[src/rtl/mouse_packet_pacer_if.sv]
// Packet bus between the HPS PS/2 mouse source and the mouse port consumers,
// carrying the paced output and the FIFO status back to the driver.
interface mouse_packet_pacer_if #(
  parameter int DEPTH = 4
);
  localparam int LW = $clog2(DEPTH) + 1;

  logic [24:0]   ps2_mouse_in;
  logic          hold;
  logic          clr_overflow;
  logic [24:0]   ps2_mouse_out;
  logic [LW-1:0] fifo_level;
  logic          overflow;

  modport master (
    output ps2_mouse_in, hold, clr_overflow,
    input  ps2_mouse_out, fifo_level, overflow
  );

  modport slave (
    input  ps2_mouse_in, hold, clr_overflow,
    output ps2_mouse_out, fifo_level, overflow
  );
endinterface

[src/rtl/mouse_packet_pacer.sv]
// Buffers toggle-framed PS/2 mouse packets and re-emits them at most once per PACE_CYCLES.
// Define MOUSE_PACER_COALESCE_EN to merge packets arriving at a full FIFO into the tail entry.
module mouse_packet_pacer #(
  parameter int DEPTH       = 4,
  parameter int PACE_CYCLES = 4096
) (
  input  logic                 clk_sys,
  input  logic                 reset_n,
  mouse_packet_pacer_if.slave  bus
);

  localparam int AW = $clog2(DEPTH);
  localparam int CW = $clog2(PACE_CYCLES);
  localparam logic [CW-1:0] CNT_RELOAD = CW'(PACE_CYCLES - 1);
  localparam logic [AW:0]   LVL_FULL   = (AW + 1)'(DEPTH);

  typedef enum logic {ST_WAIT, ST_READY} state_t;

  state_t        state_q, state_d;
  logic [CW-1:0] cnt_q, cnt_d;
  logic [23:0]   mem_q [DEPTH];
  logic [AW-1:0] wr_q, rd_q;
  logic [AW:0]   level_q;
  logic [24:0]   out_q;
  logic          primed_q, old_toggle_q, overflow_q;
  logic          new_pkt, full, emit, push, ovf_set;

  assign new_pkt = primed_q && (bus.ps2_mouse_in[24] != old_toggle_q);
  assign full    = (level_q == LVL_FULL);
  assign push    = new_pkt && (!full || emit);

  always_comb begin
    state_d = state_q;
    cnt_d   = cnt_q;
    emit    = 1'b0;
    case (state_q)
      ST_WAIT: begin
        if (cnt_q == '0) state_d = ST_READY;
        else             cnt_d   = cnt_q - CW'(1);
      end
      ST_READY: begin
        if ((level_q != '0) && !bus.hold) begin
          emit    = 1'b1;
          state_d = ST_WAIT;
          cnt_d   = CNT_RELOAD;
        end
      end
      default: state_d = ST_WAIT;
    endcase
  end

  always_ff @(posedge clk_sys or negedge reset_n) begin
    if (!reset_n) begin
      state_q <= ST_WAIT;
      cnt_q   <= CNT_RELOAD;
    end else begin
      state_q <= state_d;
      cnt_q   <= cnt_d;
    end
  end

`ifdef MOUSE_PACER_COALESCE_EN
  logic [AW-1:0] tail_idx;
  logic          merge, sat_x, sat_y;
  logic [9:0]    sum_x, sum_y;
  logic [8:0]    res_x, res_y;
  logic [23:0]   merged;

  // Axes are 9-bit signed {sign, byte}; a 10-bit sum exposes 9-bit overflow as sum[9] != sum[8].
  assign tail_idx = wr_q - AW'(1);
  assign merge    = new_pkt && full && !emit;
  assign sum_x    = {{2{mem_q[tail_idx][4]}}, mem_q[tail_idx][15:8]}
                  + {{2{bus.ps2_mouse_in[4]}}, bus.ps2_mouse_in[15:8]};
  assign sum_y    = {{2{mem_q[tail_idx][5]}}, mem_q[tail_idx][23:16]}
                  + {{2{bus.ps2_mouse_in[5]}}, bus.ps2_mouse_in[23:16]};
  assign sat_x    = sum_x[9] != sum_x[8];
  assign sat_y    = sum_y[9] != sum_y[8];
  assign res_x    = sat_x ? (sum_x[9] ? 9'h100 : 9'h0FF) : sum_x[8:0];
  assign res_y    = sat_y ? (sum_y[9] ? 9'h100 : 9'h0FF) : sum_y[8:0];
  assign merged   = {res_y[7:0], res_x[7:0],
                     mem_q[tail_idx][7] | bus.ps2_mouse_in[7],
                     mem_q[tail_idx][6] | bus.ps2_mouse_in[6],
                     res_y[8], res_x[8], 1'b1, bus.ps2_mouse_in[2:0]};
  assign ovf_set  = merge && (sat_x || sat_y);
`else
  assign ovf_set  = new_pkt && full && !emit;
`endif

  always_ff @(posedge clk_sys) begin
    if (push) mem_q[wr_q] <= bus.ps2_mouse_in[23:0];
`ifdef MOUSE_PACER_COALESCE_EN
    else if (merge) mem_q[tail_idx] <= merged;
`endif
  end

  // When full, a same-clock push lands in the slot being popped; the pop reads the old value.
  always_ff @(posedge clk_sys or negedge reset_n) begin
    if (!reset_n) begin
      primed_q     <= 1'b0;
      old_toggle_q <= 1'b0;
      wr_q         <= '0;
      rd_q         <= '0;
      level_q      <= '0;
      out_q        <= '0;
      overflow_q   <= 1'b0;
    end else begin
      primed_q     <= 1'b1;
      old_toggle_q <= bus.ps2_mouse_in[24];
      if (push) wr_q <= wr_q + AW'(1);
      if (emit) begin
        rd_q  <= rd_q + AW'(1);
        out_q <= {~out_q[24], mem_q[rd_q]};
      end
      case ({push, emit})
        2'b10:   level_q <= level_q + (AW + 1)'(1);
        2'b01:   level_q <= level_q - (AW + 1)'(1);
        default: level_q <= level_q;
      endcase
      if (ovf_set)               overflow_q <= 1'b1;
      else if (bus.clr_overflow) overflow_q <= 1'b0;
    end
  end

  assign bus.ps2_mouse_out = out_q;
  assign bus.fifo_level    = level_q;
  assign bus.overflow      = overflow_q;

endmodule

[src/flat_wrapper.sv]
// flat-port wrapper written by rule: the top's interface ports become plain ports
module mouse_packet_pacer_flat 
#(
  parameter int DEPTH       = 4,
  parameter int PACE_CYCLES = 4096
)
  (clk_sys, reset_n, bus_ps2_mouse_in, bus_hold, bus_clr_overflow, bus_ps2_mouse_out, bus_fifo_level, bus_overflow);
  mouse_packet_pacer_if #(.DEPTH(DEPTH)) bus_i ();
  input  logic clk_sys;
  input  logic reset_n;
  input wire logic [$bits(bus_i.ps2_mouse_in)-1:0] bus_ps2_mouse_in;
  input wire logic [$bits(bus_i.hold)-1:0] bus_hold;
  input wire logic [$bits(bus_i.clr_overflow)-1:0] bus_clr_overflow;
  output wire logic [$bits(bus_i.ps2_mouse_out)-1:0] bus_ps2_mouse_out;
  output wire logic [$bits(bus_i.fifo_level)-1:0] bus_fifo_level;
  output wire logic [$bits(bus_i.overflow)-1:0] bus_overflow;
  assign bus_i.ps2_mouse_in = bus_ps2_mouse_in;
  assign bus_i.hold = bus_hold;
  assign bus_i.clr_overflow = bus_clr_overflow;
  assign bus_ps2_mouse_out = bus_i.ps2_mouse_out;
  assign bus_fifo_level = bus_i.fifo_level;
  assign bus_overflow = bus_i.overflow;
  mouse_packet_pacer #(.DEPTH(DEPTH), .PACE_CYCLES(PACE_CYCLES)) u_core (.clk_sys(clk_sys), .reset_n(reset_n), .bus(bus_i));
endmodule
[config.mk]
export PLATFORM = sky130hd
export DESIGN_NAME = mouse_packet_pacer_flat
export DESIGN_NICKNAME = d
export VERILOG_FILES = /design/src/rtl/mouse_packet_pacer_if.sv /design/src/rtl/mouse_packet_pacer.sv /design/src/flat_wrapper.sv
export SDC_FILE = /design/constraint.sdc
export NUM_CORES = 1
export LEC_CHECK = 0
export CAP_MARGIN = 20
export CORE_ASPECT_RATIO = 1.75
export CORE_MARGIN = 10
export CORE_UTILIZATION = 56
export DETAILED_ROUTE_END_ITERATION = 10
export GPL_TIMING_DRIVEN = 1
export PLACE_DENSITY = 0.81
export SETUP_SLACK_MARGIN = 0.2
export SLEW_MARGIN = 20
export SYNTH_ARGS = -nofsm -noshare
export SYNTH_HDL_FRONTEND = slang
export SYNTH_SLANG_ARGS = --single-unit
[constraint.sdc]
create_clock -name clk_sys -period 2.8 [get_ports clk_sys]
set_input_delay 0.56 -clock clk_sys [delete_from_list [all_inputs] [get_ports clk_sys]]
set_output_delay 0.56 -clock clk_sys [all_outputs]
set_load 0.05 [all_outputs]
==> impl_metrics.env, run 1 <==
export IMPL_cts_sinks=144
export IMPL_fin_skew_ns=0.00692
export IMPL_avgViaCountPerCell=5.59
export IMPL_ys_seq_area_share_pct=73.2
export IMPL_clk_latency_ns=0.41
export IMPL_first_pass_iters=4
export IMPL_post_cts_buffers=0
export IMPL_reg2reg_to="u_core.bus.fifo_level[2]$_DFFE_PN0P_"
export IMPL_drive_gt1_share_pct=20.8
export IMPL_post_route_min_period_ns=2.18
export IMPL_crit_slowest_cell="clkdlybuf4s50_1"
export IMPL_yosys_area_top_type="edfxtp_1"
export IMPL_remaining_drc_errors=0
export IMPL_nets=466
export IMPL_final_area_um2=7030
export IMPL_start_util_pct=56.8
export IMPL_dp_cells=535
export IMPL_avgSynthCellArea_um2=16.0
export IMPL_fp_dieH_um=152
export IMPL_wl_per_cell_um=19.9
export IMPL_row_count=48
export IMPL_antenna_cells=0
export IMPL_die_area_um2=14600
export IMPL_worstHoldPathType="primary input to asynchronous set/reset pin"
export IMPL_topRoutingLayerUsed="met4"
export IMPL_num_vias=3172
export IMPL_grt_overflow=0
export IMPL_hpwl_um=7110
export IMPL_postSynthCellCount=350
export IMPL_yosysTopAreaCellShare_pct=51.5
export IMPL_synth_cell_types=37
export IMPL_synth_area_um2=5600
export IMPL_placed_cell_area_um2=6390
export IMPL_buffer_ports_inserted=57
export IMPL_clock_fmax_mhz=458
export IMPL_hold_buffers=0
export IMPL_crit_chain="clkdlybuf4s50_1"
export IMPL_grt_max_degree=34
export IMPL_clk_path_buf_depth=2
export IMPL_arrival_ns=1.62
export IMPL_regToRegSetupSlack_ns=0.77
export IMPL_post_cts_resized=0
export IMPL_p_seq_share_pct=38.8
export IMPL_layout_commonest_cell="edfxtp_1"
export IMPL_start_kind="register"
export IMPL_gp_congestion=0.816
export IMPL_synth_area_leaders="edfxtp_1 (51%), dfrtp_1 (16%), mux4_2 (9.7%)"
export IMPL_slew_headroom_pct=63.7
export IMPL_grt_pass1_wl_um=18200
export IMPL_cts_tree="done"
export IMPL_p_sw_mw=2.65
export IMPL_htreeDepth=4
export IMPL_hold_slack_ns=0.102
export IMPL_synth_nets=387
export IMPL_reg2reg_depth=9
export IMPL_finalWorstSetupSlack_ns=0.615
export IMPL_clk_pin_slew_ns=0.06
export IMPL_required_ns=2.24
export IMPL_cp_top_family="buffers and inverters"
export IMPL_r2r_start="u_core.state_q$_DFF_PN0_"
export IMPL_final_util_pct=71.4
export IMPL_yosys_warnings=0
export IMPL_ir_drop_uv=670
export IMPL_tightest_slew_ns=0.541
export IMPL_totalWireLength_um=11300
export IMPL_cp_num_buf_inv=1
export IMPL_crit_type="register to primary output"
export IMPL_areaGrowthSynthToFinish_pct=25.6
export IMPL_leakagePower_nw=2.63
export IMPL_wl_met1_um=4100
export IMPL_p_comb_share_pct=31.0
export IMPL_slew_violations=0
export IMPL_pin_count=58
export IMPL_p_int_mw=5.36
export IMPL_rsz0062_at_grt="false"
export IMPL_tns_ns=0
export IMPL_slowest_delay_ns=0.81
export IMPL_die_x_um=95.6
export IMPL_min_period_over_period_pct=78.0
export IMPL_drtIter0Drc=200
export IMPL_grt_antenna_before_repair=0
export IMPL_wl_met2_um=6400
export IMPL_instances_no_fill=567
export IMPL_grt_pass1_vias=3410
export IMPL_hold_viol=0
export IMPL_setup_viol=0
export IMPL_cap_viol_max_count=0
export IMPL_grt_util_all_layers_pct=16.7
export IMPL_core_area_um2=9850
export IMPL_power_per_cell_area_nw_per_um2=1140
export IMPL_critPathCaptureType="primary output"
export IMPL_clockPowerShare_pct=30.1
export IMPL_clockRootBuffer="clkbuf_16"
export IMPL_mostFrequentLayoutCells="edfxtp_1 (96), nand2_1 (78), clkdlybuf4s50_1 (56), dfrtp_1 (32), mux4_2 (24)"
export IMPL_wl_met3_um=496
export IMPL_cp_max_fo=4
export IMPL_synth_ff_latch_count=144
export IMPL_ys_flop_type="edfxtp_1"
export IMPL_total_power_mw=8.01
export IMPL_cts_buffers=17
export IMPL_synth_edf_count=96
export IMPL_pre_cts_ws_ns=0.232
export IMPL_run_status="finished, final reports clean"
export IMPL_switching_share_pct=33.0
export IMPL_drtAntennaViolNets=0
export IMPL_async_flop_share_pct=33.3
kinds of logic (layout without fill, tap and decap cells):
family | Yosys count | count (layout) | share of synthesized area [%]
DFF | 144 | 144 | 73.2
and+or+nand+nor | 120 | 120 | 9.45
muxes | 29 | 29 | 10.6
buffers and inverters | 24 | 116 | 1.70
AOI/OAI and AO/OA | 16 | 16 | 1.83
adders and majority gates | 8 | 8 | 1.92
xor gates and xnor gates | 8 | 8 | 1.25
other | 1 | 1 | 0.0670
power by group through the flow:
stage / combinational, mW / sequential [mW] / clock [mW]
floorplan: 1.10 / 3.69 / 0
global placement: 2.42 / 3.11 / 0
detailed placement: 2.48 / 3.14 / 0
CTS: 2.53 / 3.11 / 2.45
global route: 2.66 / 3.16 / 2.55
finish: 2.49 / 3.11 / 2.41
synthesized netlist by cell type, types with 2 or more instances:
library cell,n
a21oi_1,3
and2_1,4
buf_2,4
clkbuf_1,9
dfrtp_1,36
dfstp_2,12
edfxtp_1,96
ha_1,7
inv_1,10
mux2i_1,4
mux4_2,24
nand2_1,78
nand2b_1,3
nand3_1,4
nor2_1,11
nor2b_1,2
nor3_1,5
o211ai_1,2
o21ai_0,5
or2_2,4
or3_1,2
or4_1,4
xnor2_1,5
xor2_1,3
metal layers:
layer	track usage, %	up-vias
met5	0	-
met4	7.62	0
met3	4.44	23
met2	29.1	83
met1	17.9	1631
li1	-	1435
state kept, by name, indices dropped and copies added (netlist names):
register                  count
u_core.mem_q                 96
u_core.bus.ps2_mouse_out     25
u_core.cnt_q                 12
u_core.bus.fifo_level         3
u_core.rd_q                   2
u_core.wr_q                   2
u_core.bus.overflow           1
u_core.old_toggle_q           1
u_core.primed_q               1
u_core.state_q                1
worst max path at each step:
stage / endpoint / from / cells past startpoint
floorplan: u_core.bus.fifo_level[2]$_DFFE_PN0P_ / bus_hold / 11
global placement: u_core.bus.fifo_level[2]$_DFFE_PN0P_ / bus_hold / 10
detailed placement: u_core.bus.fifo_level[2]$_DFFE_PN0P_ / bus_hold / 10
CTS: bus_fifo_level[2] / u_core.bus.fifo_level[2]$_DFFE_PN0P_ / 1
global route: u_core.bus.fifo_level[2]$_DFFE_PN0P_ / bus_hold / 11
finish: bus_fifo_level[2] / u_core.bus.fifo_level[2]$_DFFE_PN0P_ / 1
area by class of cell:
cell class / instances / area, um2
clock buffer: 17 / 425
clock inverter: 15 / 216
fill: 631 / 2820
inverter: 11 / 41.3
multi-input combinational: 182 / 1410
sequential: 144 / 4100
tap: 125 / 156
timing repair buffer: 73 / 686
No activity file was read; power rests on OpenSTA's default activity.
==> run 2, diff against run 1 <==
Settings changed: CORE_UTILIZATION 56 to 51, PLACE_DENSITY 0.81 to 0.78.
Clock period 2.8 ns to 1.83 ns, I/O delays scaled along.
==> run 2 against run 1 <==
  * Clock-buffer cell count is 3 higher
  * Combinational power is 98% higher
  * Sequential share of layout area is 5.6 points lower
  * Utilization is 1.3 points higher
  * Die area is 8.1% higher
  * Register-to-register slack worse by 0.76 ns
  * Setup slack worse by 0.60 ns
  * Via count is 9.2% higher
  * Sequential power is 52% higher
  * Final cell count is 10% higher
==> impl_metrics.env, run 2 (synthesis gave the netlist of run 1 again) <==
export IMPL_cts_sinks=144
export IMPL_arrival_ns=2.15
export IMPL_regToRegSetupSlack_ns=0.01
export IMPL_avgViaCountPerCell=5.53
export IMPL_grt_max_degree=34
export IMPL_grt_util_all_layers_pct=16.9
export IMPL_slew_headroom_pct=55.3
export IMPL_finalWorstSetupSlack_ns=0.0104
export IMPL_cts_buffers=17
export IMPL_run_status="finished, final reports clean"
export IMPL_slowest_delay_ns=0.44
export IMPL_drtIter0Drc=216
export IMPL_areaGrowthSynthToFinish_pct=38.9
export IMPL_fin_skew_ns=0.00785
export IMPL_crit_type="register to register"
export IMPL_core_area_um2=10700
export IMPL_cap_viol_max_count=0
export IMPL_die_area_um2=15700
export IMPL_ir_drop_uv=1330
export IMPL_crit_top_cell="inv_2"
export IMPL_gp_congestion=0.760
export IMPL_wl_per_cell_um=22.3
export IMPL_first_pass_iters=4
export IMPL_cp_max_fo=4
export IMPL_htreeDepth=4
export IMPL_min_period_over_period_pct=99.4
export IMPL_clk_latency_ns=0.42
export IMPL_fp_dieH_um=159
export IMPL_setup_viol=0
export IMPL_nets=520
export IMPL_total_power_mw=13.0
export IMPL_hold_slack_ns=0.243
export IMPL_cp_num_buf_inv=3
export IMPL_mostFrequentLayoutCells="edfxtp_1 (96), nand2_1 (77), buf_4 (67), dfrtp_1 (32), clkdlybuf4s50_1 (25)"
export IMPL_clk_pin_slew_ns=0.06
export IMPL_final_area_um2=7780
export IMPL_critPathCaptureType="register"
export IMPL_post_route_min_period_ns=1.82
export IMPL_start_kind="register"
export IMPL_fillCellCount=583
export IMPL_clock_fmax_mhz=550
export IMPL_hold_viol=0
export IMPL_crit_chain="inv_2 -> nand4_1 -> nor2b_4 -> inv_2 -> ha_4 -> inv_2 -> fa_2 -> xor2_1 -> nor2_1 -> xor2_1"
export IMPL_tns_ns=0
export IMPL_placed_cell_area_um2=6550
export IMPL_totalWireLength_um=14000
export IMPL_clockRootBuffer="clkbuf_16"
export IMPL_drtAntennaViolNets=0
export IMPL_required_ns=2.16
export IMPL_pre_cts_ws_ns=-0.488
export IMPL_grt_pass1_vias=3794
export IMPL_rsz0062_at_grt="true"
export IMPL_clk_path_buf_depth=2
export IMPL_instances_no_fill=626
export IMPL_hpwl_um=7570
export IMPL_row_count=50
export IMPL_buffer_ports_inserted=57
export IMPL_cts_tree="done"
export IMPL_pin_count=58
export IMPL_grt_pass1_wl_um=20100
export IMPL_start_util_pct=52.3
export IMPL_tightest_slew_ns=0.671
export IMPL_antenna_cells=0
export IMPL_largest_register_ffs=96
export IMPL_power_per_cell_area_nw_per_um2=1670
export IMPL_leakagePower_nw=3.05
export IMPL_layout_commonest_cell="edfxtp_1"
export IMPL_crit_slowest_cell="dfrtp_2"
export IMPL_remaining_drc_errors=0
export IMPL_grt_overflow=0
export IMPL_largest_register="u_core.mem_q"
export IMPL_die_x_um=99.2
export IMPL_final_util_pct=72.7
export IMPL_grt_antenna_before_repair=0
export IMPL_slew_violations=0
export IMPL_num_vias=3464
export IMPL_drive_gt1_share_pct=41.9
export IMPL_dp_cells=550
export IMPL_cp_top_family="adder cells"
export IMPL_worstHoldPathType="primary input to register"
run 2: cell count changes in the layout (fill, tap and decap cells not counted), moves of 6 or more:
cell	previous run	this run
buf_6	0	17
inv_1	10	4
buf_4	16	67
buf_12	0	9
inv_2	0	6
clkdlybuf4s50_1	56	25
run 2: layer usage:
| layer | share of wire [%] | global-route usage, % |
|---|---|---|
| met5 | 0 | 0 |
| met4 | 0.98 | 6.72 |
| met3 | 3.9 | 4.73 |
| met2 | 58 | 31.2 |
| met1 | 37 | 17.3 |
run 2: path summary, 6_finish.rpt:
path,startpoint,to,cells past startpoint
worst max-delay path,u_core.bus.fifo_level[0]$_DFFE_PN0P_,u_core.bus.fifo_level[2]$_DFFE_PN0P_,10
worst min-delay path,bus_ps2_mouse_in[24],u_core.old_toggle_q$_DFF_PN0_,1
worst max register to register,u_core.bus.fifo_level[0]$_DFFE_PN0P_,u_core.bus.fifo_level[2]$_DFFE_PN0P_,10
worst min register to register,u_core.bus.ps2_mouse_out[1]$_DFFE_PN0P_,u_core.bus.ps2_mouse_out[1]$_DFFE_PN0P_,2
max in group asynchronous,reset_n,u_core.bus.ps2_mouse_out[13]$_DFFE_PN0P_,3
min in group asynchronous,reset_n,u_core.bus.ps2_mouse_out[20]$_DFFE_PN0P_,2
run 2: worst reg2reg max path: cells and delay by family, from the launching register on:
kind | cells | cell delay, ns
xor gates and xnor gates | 2 | 0.30
DFF | 1 | 0.44
adders and majority gates | 2 | 0.45
buffers and inverters | 3 | 0.18
and+or+nand+nor | 3 | 0.37
run 2: power by group:
| group | switching (mW) | internal [mW] | leakage (nW) | total [mW] |
|---|---|---|---|---|
| Combinational | 2.80 | 2.12 | 1.34 | 4.92 |
| Clock | 1.32 | 2.05 | 0.267 | 3.37 |
| Sequential | 0.451 | 4.28 | 1.44 | 4.73 |
| Total | 4.57 | 8.45 | 3.05 | 13.0 |
run 2: what timing repair did:
action	in CTS	in global routing
cloned	3	2
gates resized for setup	23	30
hold buffers	1	0
endpoints found under the setup margin	53	110
buffers inserted	28	10
endpoints found under the hold margin	12	0
pin swaps	10	8
run 2: layout make-up:
type | instances | area (um2) | area share, %
multi-input combinational | 182 | 1580 | 20.4
clock inverter | 12 | 136 | 1.75
clock buffer | 20 | 447 | 5.74
tap | 130 | 163 | 2.09
inverter | 11 | 53.8 | 0.692
timing repair buffer | 127 | 1290 | 16.6
sequential | 144 | 4100 | 52.8
==> run 3, diff against run 2 <==
Settings changed: SETUP_SLACK_MARGIN 0.2 to not set.
==> run 3 against run 2 <==
  * Via count shrank 8.5%
  * Cell area decreased by 7.0%
  * Critical path type unchanged
  * Utilization is 5.1 points lower
  * Setup slack improved by 0.011 ns
  * Largest cell class unchanged
  * Worst hold slack better by 0.22 ns
==> impl_metrics.env, run 3 (synthesis gave the netlist of run 1 again) <==
export IMPL_die_area_um2=15700
export IMPL_cp_num_buf_inv=3
export IMPL_switching_share_pct=34.6
export IMPL_antenna_cells=0
export IMPL_clockPowerShare_pct=26.5
export IMPL_clk_pin_slew_ns=0.06
export IMPL_min_period_over_period_pct=98.8
export IMPL_p_comb_share_pct=34.7
export IMPL_p_seq_share_pct=38.8
export IMPL_largest_register_ffs=96
export IMPL_htreeDepth=4
export IMPL_setup_viol=0
export IMPL_leakagePower_nw=2.78
export IMPL_cts_sinks=144
export IMPL_fin_skew_ns=0.00974
export IMPL_fillCellCount=715
export IMPL_crit_chain="inv_2 -> nand4_1 -> nor2b_4 -> inv_2 -> ha_4 -> inv_2 -> fa_2 -> xor2_1 -> nor2_1 -> xor2_1"
export IMPL_ir_drop_uv=1150
export IMPL_start_kind="register"
export IMPL_clock_fmax_mhz=553
export IMPL_fp_dieH_um=159
export IMPL_slowest_delay_ns=0.44
export IMPL_placed_cell_area_um2=6550
export IMPL_critPathCaptureType="register"
export IMPL_grt_util_all_layers_pct=14.5
export IMPL_wl_per_cell_um=18.7
export IMPL_slew_violations=0
export IMPL_start_util_pct=52.3
export IMPL_grt_max_degree=49
export IMPL_rsz0062_at_grt="true"
export IMPL_dp_cells=546
export IMPL_layout_commonest_cell="edfxtp_1"
export IMPL_nets=483
export IMPL_grt_pass1_vias=3569
export IMPL_arrival_ns=2.10
export IMPL_power_per_cell_area_nw_per_um2=1680
export IMPL_multi_input_area_um2=1470
export IMPL_row_count=50
export IMPL_die_x_um=99.2
export IMPL_final_area_um2=7230
export IMPL_drtAntennaViolNets=0
export IMPL_avgViaCountPerCell=5.38
export IMPL_first_pass_iters=4
export IMPL_grt_antenna_before_repair=0
export IMPL_drtIter0Drc=109
export IMPL_drive_gt1_share_pct=34.2
export IMPL_cap_viol_max_count=0
export IMPL_mostFrequentLayoutCells="edfxtp_1 (96), nand2_1 (78), buf_4 (50), dfrtp_1 (32), clkdlybuf4s50_1 (27)"
export IMPL_regArea_um2=4100
export IMPL_clk_path_buf_depth=2
export IMPL_worstHoldPathType="primary input to register"
export IMPL_required_ns=2.12
export IMPL_crit_slowest_cell="dfrtp_2"
export IMPL_p_sw_mw=4.20
export IMPL_hpwl_um=7160
export IMPL_cts_tree="done"
export IMPL_core_area_um2=10700
export IMPL_grt_pass1_wl_um=17700
export IMPL_crit_top_cell="inv_2"
export IMPL_run_status="finished, final reports clean"
export IMPL_post_route_min_period_ns=1.81
export IMPL_cts_buffers=17
export IMPL_buffer_ports_inserted=57
export IMPL_instances_no_fill=589
export IMPL_num_vias=3169
export IMPL_hold_viol=0
export IMPL_totalWireLength_um=11000
export IMPL_gp_congestion=0.799
export IMPL_largest_register="u_core.mem_q"
export IMPL_pin_count=58
export IMPL_crit_type="register to register"
export IMPL_areaGrowthSynthToFinish_pct=29.1
export IMPL_p_int_mw=7.95
export IMPL_clockRootBuffer="clkbuf_16"
export IMPL_remaining_drc_errors=0
export IMPL_clk_latency_ns=0.41
export IMPL_grt_overflow=0
export IMPL_cp_max_fo=4
export IMPL_total_power_mw=12.1
export IMPL_cp_top_family="adder cells"
run 3: cell count changes in the layout (fill, tap and decap cells not counted), moves of 3 or more:
cell and delta:
buf_16 -3, and2_4 -4, inv_6 +4, and2_2 +4
buf_6 -17, buf_4 -17
run 3: layout make-up:
cell class	count	share of cell area [%]
flip-flops and latches	144	56.8
inverters	11	0.744
repair buffers	90	12.2
clock buffers	18	5.94
multi-input cells	182	20.3
well taps	130	2.25
clock inverters	14	1.78
run 3: worst register-to-register path, stage by stage (launching register included):
cell and delay (ns):
dfrtp_2 0.44, inv_2 0.07, nand4_1 0.12, nor2b_4 0.16, inv_2 0.06, ha_4 0.12, inv_2 0.03, fa_2 0.33
xor2_1 0.15, nor2_1 0.07, xor2_1 0.15
run 3: per-stage QoR:
step,util (%),setup TNS (ns),hold WS (ns),setup slack [ns]
final,67.6,0,0.459,0.0213
after global placement,61.2,-23.57,0.370,-0.421
after global routing,67.6,-0.200,0.453,-0.0998
after detailed placement,61.2,-30.57,0.376,-0.511
after floorplan,-,-0.474,0.0704,-0.299
after CTS,67.1,0,0.437,0.000779
run 3: final timing paths:
kind | startpoint | end | slack (ns) | depth (start not counted)
worst max register to register | u_core.bus.fifo_level[1]$_DFFE_PN0P_ | u_core.bus.fifo_level[2]$_DFFE_PN0P_ | 0.02 | 10
worst min-delay path | bus_ps2_mouse_in[24] | u_core.old_toggle_q$_DFF_PN0_ | 0.46 | 1
worst max-delay path | u_core.bus.fifo_level[1]$_DFFE_PN0P_ | u_core.bus.fifo_level[2]$_DFFE_PN0P_ | 0.02 | 10
max in group asynchronous | reset_n | u_core.cnt_q[9]$_DFFE_PN1N_ | 1.05 | 3
min in group asynchronous | reset_n | u_core.bus.ps2_mouse_out[16]$_DFFE_PN0P_ | 0.48 | 3
worst min register to register | u_core.bus.ps2_mouse_out[24]$_DFFE_PN0P_ | u_core.bus.ps2_mouse_out[24]$_DFFE_PN0P_ | 0.47 | 1
run 3: timing repair:
| item | CTS | global route |
|---|---|---|
| gates cloned | 0 | 0 |
| gates resized for setup | 4 | 7 |
| hold endpoints to repair | 36 | 0 |
| pin swaps | 3 | 0 |
| hold buffers | 1 | 0 |
| endpoints found under the setup margin | 1 | 9 |
| buffers inserted | 7 | 3 |
run 3: power by group through the flow:
stage / Clock (mW) / Sequential, mW / Combinational [mW]
2_1_floorplan: 0 / 5.64 / 1.77
3_3_place_gp: 0 / 4.71 / 3.98
3_5_place_dp: 0 / 4.76 / 4.09
4_1_cts: 3.28 / 4.72 / 4.21
5_1_grt: 3.43 / 4.79 / 4.53
6_report: 3.22 / 4.71 / 4.22
run 3: per-layer routing:
metal  vias up  share of wire (%)  GRT usage (%)
met3        18                2.8           3.65
li1       1474                  -              -
met5         -                  0              0
met2        52                 58           27.7
met1      1625                 37           14.2
met4         0                1.7           6.51
